==> config.mk <==
export PLATFORM = sky130hd
export DESIGN_NAME = uart_tx_fifo
export DESIGN_NICKNAME = d
export VERILOG_FILES = /design/src/rtl/uart_tx_fifo.sv
export SDC_FILE = /design/constraint.sdc
export NUM_CORES = 1
export LEC_CHECK = 0
export ABC_CLOCK_PERIOD_IN_PS = 2300
export CORE_ASPECT_RATIO = 0.7
export CORE_MARGIN = 4
export CORE_UTILIZATION = 25
export CTS_CLUSTER_DIAMETER = 50
export DETAILED_ROUTE_END_ITERATION = 8
export PLACE_DENSITY_LB_ADDON = 0.12
export SYNTH_ARGS = -nofsm -noshare
export SYNTH_HDL_FRONTEND = slang
export SYNTH_SLANG_ARGS = --single-unit
==> constraint.sdc <==
create_clock -name clk -period 2.3 [get_ports clk]
set_input_delay 0.23 -clock clk [delete_from_list [all_inputs] [get_ports clk]]
set_output_delay 0.23 -clock clk [all_outputs]
set_load 0.01 [all_outputs]
==> src/rtl/uart_tx_fifo.sv <==
// uart_tx_fifo: FIFO-buffered UART transmitter with baud divider; define UART_TX_PARITY_EN to insert a parity bit
module uart_tx_fifo #(
   parameter int CLK_DIV    = 16,
   parameter int DATA_BITS  = 8,
   parameter int STOP_BITS  = 1,
   parameter int FIFO_DEPTH = 4
) (
   input  logic                          clk,
   input  logic                          reset,
   input  logic                          wr_en,
   input  logic [DATA_BITS-1:0]          wr_data,
   input  logic                          parity_odd,
   output logic                          tx,
   output logic                          busy,
   output logic                          full,
   output logic [$clog2(FIFO_DEPTH):0]   fifo_count,
   output logic                          overflow
);
   localparam int AW = $clog2(FIFO_DEPTH);
   localparam int BW = $clog2(CLK_DIV);
   localparam int NW = $clog2(DATA_BITS + 1);
   typedef enum logic [2:0] {IDLE, START, DATA, `ifdef UART_TX_PARITY_EN PARITY, `endif STOP} state_t;
   state_t               state;
   logic [DATA_BITS-1:0] mem [FIFO_DEPTH];
   logic [AW-1:0]        wptr, rptr;
   logic [BW-1:0]        baud;
   logic [NW-1:0]        bitn;
   logic [DATA_BITS-1:0] shreg;
   logic                 nonempty, push, pop, bit_end, last_stop;
`ifdef UART_TX_PARITY_EN
   logic                 par;
`else
   logic                 unused_parity;
   assign unused_parity = parity_odd;
`endif
   assign nonempty  = fifo_count != '0;
   assign full      = fifo_count == (AW+1)'(FIFO_DEPTH);
   assign push      = wr_en && !full;
   assign bit_end   = baud == BW'(CLK_DIV - 1);
   assign last_stop = state == STOP && bit_end && bitn == NW'(STOP_BITS - 1);
   assign pop       = nonempty && (state == IDLE || last_stop);
   assign busy      = state != IDLE || nonempty;
   // FIFO storage; writes only land when there is room
   always_ff @(posedge clk)
      if (push) mem[wptr] <= wr_data;
   // FIFO pointers, occupancy and the sticky overflow flag
   always_ff @(posedge clk)
      if (reset) begin
         wptr       <= '0;
         rptr       <= '0;
         fifo_count <= '0;
         overflow   <= 1'b0;
      end else begin
         if (push) wptr <= wptr + 1'b1;
         if (pop) rptr <= rptr + 1'b1;
         fifo_count <= fifo_count + (AW+1)'(push) - (AW+1)'(pop);
         overflow   <= overflow | (wr_en & full);
      end
   // Frame sequencer with registered tx; a pop always restarts at the start bit
   always_ff @(posedge clk)
      if (reset) begin
         state <= IDLE;
         tx    <= 1'b1;
         baud  <= '0;
         bitn  <= '0;
         shreg <= '0;
`ifdef UART_TX_PARITY_EN
         par   <= 1'b0;
`endif
      end else begin
         baud <= (state == IDLE || bit_end) ? '0 : baud + 1'b1;
         if (pop) begin
            state <= START;
            tx    <= 1'b0;
            bitn  <= '0;
            shreg <= mem[rptr];
`ifdef UART_TX_PARITY_EN
            par   <= ^mem[rptr] ^ parity_odd;
`endif
         end else if (bit_end)
            case (state)
               START: begin
                  state <= DATA;
                  tx    <= shreg[0];
               end
               DATA: begin
                  shreg <= shreg >> 1;
                  if (bitn == NW'(DATA_BITS - 1)) begin
                     bitn  <= '0;
`ifdef UART_TX_PARITY_EN
                     state <= PARITY;
                     tx    <= par;
`else
                     state <= STOP;
                     tx    <= 1'b1;
`endif
                  end else begin
                     bitn <= bitn + 1'b1;
                     tx   <= shreg[1];
                  end
               end
`ifdef UART_TX_PARITY_EN
               PARITY: begin
                  state <= STOP;
                  tx    <= 1'b1;
               end
`endif
               STOP: begin
                  if (bitn == NW'(STOP_BITS - 1)) state <= IDLE;
                  else bitn <= bitn + 1'b1;
               end
               default: ;
            endcase
      end
endmodule

==> summary.txt, run 1 <==
Logic synthesis
  • Cell Area, Synth: 2690 sq um
  • Yosys reg bits: 61
  • Post-synthesis mux area share: 8.66%
  • Synth Area in Simple Gates: 14.7%
  • Post-Synth Adder-Cell Area: 7.26%
  • Synth top area share: 35.7%
  • Ys flop type: edfxtp_1
  • XOR/XNOR Fraction of Synth Area: 2.61%
  • Ys Warns: 0
  • Post-synth EDFFs: 32
  • Count leader, synth: edfxtp_1
  • Avg Cell Area, Syn: 12.6 sq um
  • Post-synthesis cell type count: 40
  • Async SR Flop Fraction: 0%
  • Largest family of logic cells by synthesized area: simple AND/OR/NAND/NOR gates
  • Compound-cell area share of the yosys netlist: 6.38%
  • Cell taking the most area after synthesis: edfxtp_1
  • Post-synthesis sequential area ratio: 57.3%
  • Post-Synthesis Cells: 214
  • Total nets after synthesis: 241
  • Top cells by count, synth: edfxtp_1 (32), dfxtp_1 (29), nor2_1 (17)
  • Area contributors post-synth: edfxtp_1 (36%), dfxtp_1 (22%), mux4_2 (6.7%)

Timing
  • Clock skew: 3.14 ps
  • Final hold violation count: 0
  • Slew Limit Fails: 0
  • RSZ-0062 raised after global routing: yes
  • Fmax: 0.442 GHz
  • Rel. slew slack: 71.8%
  • # setup viols final: 0
  • Fin crit share: 98.4%
  • Worst slew pin tran: 422 ps
  • Minimum clock period: 2260 ps
  • Setup_tns: 0 ps
  • Hold slack: 477 ps

Pwr
  • Total power: 3.90 mW
  • Power Dens Cells: 1110 nW/um^2
  • Seq pwr share: 38.6%
  • Clock share of power: 32.5%
  • Leak Pwr: 1.26 nW
  • Switching part of the total: 29.0%
  • Peak supply drop: 0.407 mV
  • Net Sw Power: 1.13 mW
  • Cell-internal power: 2.77 mW
  • Logic pwr share: 28.9%

Worst setup path
  • CP Capture Type: register
  • Delay-heaviest family, CP: adder cells
  • Max incr delay on CP: 330 ps
  • Worst path cell trace: inv_1 > ha_2 > and4bb_4 > a21oi_4 > or2_4 > xnor2_2 > ha_2 > inv_1 > fa_2 > xor2_1 > xnor2_1 > nor2_1
  • Buf+Inv Stages, Crit Path: 2
  • Crit path max fanout: 2
  • WS Path Type: reg -> reg
  • Arr. time, crit path: 2480 ps
  • Slowest CP cell: fa_2
  • Worst path required time: 2520 ps
  • Crit start category: register

Cells and area
  • Final non-filler cell area: 3510 sq um
  • Inserted Diodes: 0
  • Synth-to-Final Area Change: 30.7%
  • Fillers: 1043
  • Flip-flop and latch area: 1550 sq um
  • Final layout net count: 286
  • Share of cells above drive strength 1: 24.7%
  • Footprint of the multi-input gates: 1110 sq um
  • Final std cells w/o fill: 395

Clock network
  • Clk sinks: 61
  • Cts bufs inserted: 9
  • Post CTS Setup Buffer Count: 0
  • # H-tree levels: 3
  • CTS root buf: clkbuf_16
  • Worst skew pair latency: 330 ps
  • Worst-path clk slew: 50 ps
  • CTS max path bufs: 2
  • TritonCTS clock tree: yes

Flow run
  • Maxcap violations: 0

Route
  • Routed len/inst: 14.5 um
  • Detail Route met3 WL: 312 um
  • Final wirelength: 5730 um
  • Vias per Instance: 4.40
  • Uppermost layer routed: met4
  • Metal-1 WL: 3070 um
  • Drt first pass iters: 4
  • Met2 wire length: 2240 um
  • Vias: 1737
  • DR iter-0 viols: 128
  • Routed Antenna Nets: 0
  • DRC viols: 0

Placement
  • DP Wirelength: 4120 um
  • GPL Wtd Cong: 0.722
  • Post-Place Cells: 380
  • Placed instance area: 3230 sq um
  • Port bufs: 17

Die
  • Core region area: 10400 sq um
  • Chip Width: 132 um
  • I/O pin cnt: 19
  • FP Rows: 31
  • Die area: 12500 sq um
  • Die extent in y: 94.8 um
  • Starting density of the core: 25.8%

Global routing
  • Vias in the first global route: 1813
  • Largest net degree at the start of global routing: 14
  • First-pass GRT wire length: 9770 um
  • Initial antenna violation count: 0
  • Gr usage total: 10.4%
  • Grt ovf: 0

Outcome
  • Status: finished, final reports clean

Worst hold path
  • Hold Crit Class: reg -> reg
[worst reg2reg max path, cell delays in order, from the launching register on]
cell	delay, ps
dfxtp_2	310
inv_1	50
ha_2	180
and4bb_4	270
a21oi_4	70
or2_4	250
xnor2_2	120
ha_2	170
inv_1	50
fa_2	330
xor2_1	150
xnor2_1	160
nor2_1	50
[per-layer routing]
layer,GRT usage [%],vias up
met1,14.6,824
met5,0,-
met3,3.94,8
met2,13.6,31
met4,5.51,0
li1,-,874
[final timing paths]
check,start,slack [ps],cells after the start,end
worst max-delay path,bitn[0]$_SDFFE_PP0P_,40,12,fifo_count[2]$_SDFF_PP0_
worst min-delay path,overflow$_SDFF_PP0_,480,2,overflow$_SDFF_PP0_
worst max register to register,bitn[0]$_SDFFE_PP0P_,40,12,fifo_count[2]$_SDFF_PP0_
worst min register to register,overflow$_SDFF_PP0_,480,2,overflow$_SDFF_PP0_
[area by class of cell]
type | count | share of cell area, %
Clock inverter | 4 | 1.18
Multi-Input combinational cell | 132 | 31.5
Clock buffer | 11 | 6.62
Tap cell | 132 | 4.70
Timing Repair Buffer | 45 | 10.8
Sequential cell | 61 | 44.1
Inverter | 10 | 1.07
[per-stage QoR]
stage	worst slack (ps)	util, %
finish	37.5	33.7
global route	-138	33.7
CTS	10.6	33.7
detailed placement	-20.5	31.0
global placement	-10.3	31.0
floorplan	-50.6	-
[sequential cells by signal, indices dropped and copies added, names as in the netlist, named ones only]
| signal | flops |
|---|---|
| bitn | 4 |
| wptr | 2 |
| tx | 1 |
| shreg | 8 |
| overflow | 1 |
| state | 2 |
| rptr | 2 |
| baud | 4 |
| fifo_count | 3 |
| mem | 32 |
[power groups by stage]
stage | logic, mW | clock network [mW] | registers, mW
4_1_cts | 1.16 | 1.30 | 1.51
6_report | 1.13 | 1.27 | 1.50
3_5_place_dp | 1.14 | 0 | 1.53
3_3_place_gp | 1.13 | 0 | 1.53
5_1_grt | 1.27 | 1.36 | 1.54
2_1_floorplan | 0.759 | 0 | 1.49
[timing repair]
action / 4_1_cts / 5_1_grt
pin swaps: 4 / 0
hold buffers: 0 / 0
endpoints found under the setup margin: 1 / 1
gates resized for setup: 2 / 0
gates cloned: 0 / 0
[cell usage in the layout, fill, tap and decap left out, types with 2 or more instances in the layout]
| cell | netlist | final |
|---|---|---|
| a21oi_1 | 3 | 3 |
| a311oi_1 | 7 | 7 |
| and2_1 | 4 | 4 |
| and3_1 | 2 | 2 |
| buf_4 | 0 | 28 |
| clkbuf_1 | 7 | 2 |
| clkbuf_16 | 0 | 9 |
| clkdlybuf4s50_1 | 0 | 17 |
| clkinv_1 | 0 | 3 |
| dfxtp_1 | 29 | 26 |
| dfxtp_4 | 0 | 2 |
| edfxtp_1 | 32 | 32 |
| ha_1 | 14 | 11 |
| ha_2 | 0 | 2 |
| inv_1 | 10 | 10 |
| mux2_2 | 2 | 2 |
| mux2i_1 | 3 | 3 |
| mux4_2 | 8 | 8 |
| nand2_1 | 11 | 11 |
| nand3_1 | 10 | 10 |
| nor2_1 | 17 | 17 |
| nor2b_1 | 4 | 4 |
| nor3_1 | 14 | 13 |
| nor3_2 | 1 | 2 |
| nor3b_1 | 3 | 3 |
| nor4_1 | 2 | 2 |
| o21ai_0 | 3 | 3 |
| xnor2_1 | 6 | 5 |
| xor2_1 | 2 | 2 |
[kinds of logic (layout without fill, tap and decap cells)]
kind of cell               Yosys count  count (layout)
muxes                               13              13
adders and majority gates           15              15
xor gates and xnor gates             8               8
DFF                                 61              61
buffers and inverters               21              70
AOI/OAI and AO/OA                   21              21
and+or+nand+nor                     75              75
Power figures use the tool's default switching activity.
==> run 2: changes to the inputs <==
Settings changed: GPL_TIMING_DRIVEN set to 0.
==> summary.txt, run 2 (synthesized netlist as in run 1, its figures left out) <==
Timing
  • Worst slew pin tran: 556 ps (+133 ps)
  • Setup_tns: -19.2 ps (-19.2 ps)
  • Fmax: 0.431 GHz (-2.4%)
  • # setup viols final: 1 (+1)
  • RSZ-0062 raised after global routing: yes
  • Hold slack: 357 ps (-120 ps)
  • Fin crit share: 101% (+2.5 points)
  • Clock skew: 3.74 ps (+0.596 ps)
  • Final hold violation count: 0 (unchanged)
  • Rel. slew slack: 63.0% (-8.9 points)
  • Minimum clock period: 2320 ps (+56.7 ps)
  • Slew Limit Fails: 0 (unchanged)
  • Setup WS post-layout: -19.2 ps (-56.7 ps)

Placement
  • DP Wirelength: 3990 um (-3.1%)
  • GPL Wtd Cong: 0.718 (-0.51%)
  • Port bufs: 16 (-1)
  • Placed instance area: 3060 sq um (-5.3%)
  • DP Worst Slack: -262 ps (-242 ps)

Worst setup path
  • WS Path Type: reg -> reg
  • Max incr delay on CP: 380 ps (+50 ps)
  • Buf+Inv Stages, Crit Path: 1 (-1)
  • Worst path required time: 2500 ps (-20 ps)
  • Crit path max fanout: 5 (+3)
  • FF-to-FF path depth: 11 (-1)
  • CP Capture Type: register
  • Slowest CP cell: dfxtp_4
  • Crit start category: register
  • Delay-heaviest family, CP: adder cells
  • Worst path cell trace: ha_4 > and4bb_4 > a21oi_4 > or2_4 > xnor2_2 > ha_2 > inv_2 > fa_2 > xor2_1 > xnor2_1 > nor2_1
  • Levels on crit path: 11 (-1)
  • Arr. time, crit path: 2520 ps (+40 ps)

Cells and area
  • Most common cell after layout, fill and taps aside: edfxtp_1
  • Top Registers: mem x32, shreg x8
  • Inserted Diodes: 0 (unchanged)
  • Final layout net count: 276 (-3.5%)
  • Share of cells above drive strength 1: 24.4% (-0.31 points)
  • Most frequent cells in the layout: edfxtp_1 (32), dfxtp_1 (25), nor2_1 (17)
  • Max reg flops: 32 (unchanged)
  • Final core utilization: 33.6% (-0.060 points)
  • Reg with most FFs: mem
  • Synth-to-Final Area Change: 30.4%
  • Final non-filler cell area: 3510 sq um (-0.18%)

Route
  • DR iter-0 viols: 114 (-11%)
  • Routed len/inst: 15.1 um (+4.4%)
  • Vias per Instance: 4.54 (+3.2%)
  • Vias: 1751 (+0.81%)
  • Routed Antenna Nets: 0 (unchanged)
  • Drt first pass iters: 4 (unchanged)
  • DRC viols: 0 (unchanged)
  • Final wirelength: 5840 um (+2.0%)

Die
  • Core region area: 10400 sq um (unchanged)
  • FP Rows: 31 (unchanged)
  • Chip Width: 132 um (unchanged)
  • I/O pin cnt: 19 (unchanged)
  • Starting density of the core: 25.8% (unchanged)
  • Die extent in y: 94.8 um (unchanged)
  • Die area: 12500 sq um (unchanged)

Pwr
  • Leak Pwr: 1.23 nW (-3.0%)
  • Power Dens Cells: 1190 nW/um^2 (+7.2%)
  • Clock share of power: 36.8% (+4.3 points)
  • Logic pwr share: 27.4% (-1.5 points)
  • Peak supply drop: 0.433 mV (+6.3%)
  • Switching part of the total: 27.9% (-1.1 points)
  • Net Sw Power: 1.16 mW (+3.1%)
  • Seq pwr share: 35.8% (-2.8 points)
  • Cell-internal power: 3.01 mW (+8.7%)

Global routing
  • Grt ovf: 0 (unchanged)
  • Initial antenna violation count: 0 (unchanged)
  • Gr usage total: 10.3% (-0.077 points)
  • First-pass GRT wire length: 9650 um (-1.3%)
  • Largest net degree at the start of global routing: 11 (-3)
  • Vias in the first global route: 1809 (-0.22%)

Outcome
  • Status: finished with violations
  • Failing checks: setup timing

Clock network
  • # H-tree levels: 3 (unchanged)
  • Cts bufs inserted: 9 (unchanged)
  • TritonCTS clock tree: yes
  • CTS root buf: clkbuf_16
  • Worst-path clk slew: 50 ps (about the same)
  • Hold_buf cts: 0 (unchanged)
  • CTS max path bufs: 2 (unchanged)
  • Clk sinks: 61 (unchanged)
  • Worst skew pair latency: 330 ps (about the same)

Flow run
  • Maxcap violations: 0 (unchanged)

Worst hold path
  • Hold Crit Class: in -> reg
  • Hold path cells: 2 (unchanged)
[run 2: cell types whose count changed in the layout (fill, tap and decap cells not counted), moves of 2 or more]
| cell | delta |
|---|---|
| inv_1 | -3 |
| buf_4 | -19 |
| ha_1 | -2 |
| clkbuf_1 | +4 |
| ha_4 | +2 |
| clkbuf_2 | +2 |
| bufinv_16 | +2 |
| inv_2 | +3 |
| buf_2 | +3 |
[run 2: worst paths after layout]
path                              start                       end  slack (ps)
setup reg to reg  state[0]$_SDFFE_PP0P_  fifo_count[2]$_SDFF_PP0_         -20
setup / recovery  state[0]$_SDFFE_PP0P_  fifo_count[2]$_SDFF_PP0_         -20
hold reg to reg      baud[0]$_SDFF_PP0_        baud[0]$_SDFF_PP0_         480
hold / removal                    reset     state[1]$_SDFFE_PP0P_         360
[run 2: area by class of cell]
class / count / area, sq um
sequential: 61 / 1550
tap: 132 / 165
multi-input combinational: 132 / 1140
buffer: 10 / 43.8
fill: 1002 / 6930
inverter: 10 / 37.5
clock inverter: 5 / 97.6
timing repair buffer: 25 / 228
clock buffer: 11 / 243
[run 2: metal layers]
metal / vias up / track usage [%] / part of all wire, %
met5: - / 0 / 0
met4: 0 / 3.93 / 1.5
met3: 9 / 4.21 / 5.1
met2: 34 / 14.2 / 41
met1: 850 / 14.4 / 52
li1: 858 / - / -
[run 2: metrics by stage]
step,total power [mW],std cells
after floorplan,2.24,214
after global placement,2.61,362
after detailed placement,2.60,362
after CTS,4.23,385
after global routing,4.43,386
final,4.17,386
[run 2: repair_timing]
item                                    in CTS  in global routing
setup buffers                                7                  2
resized for setup                           10                  6
pin swaps                                    6                  6
cloned                                       0                  0
endpoints found under the setup margin       3                  3
[run 2: power groups by stage]
stage | combinational (mW) | clock, mW | sequential, mW
after floorplan | 0.759 | 0 | 1.49
after global placement | 1.10 | 0 | 1.51
after detailed placement | 1.09 | 0 | 1.50
after CTS | 1.17 | 1.57 | 1.49
after global routing | 1.29 | 1.63 | 1.52
final | 1.14 | 1.54 | 1.49
==> run 3: changes to the inputs <==
Settings changed: HOLD_SLACK_MARGIN set to 0.08, SLEW_MARGIN set to 0.
==> results of run 3 <==
No change in the layout: final DEF, timing and power equal those of run 2.
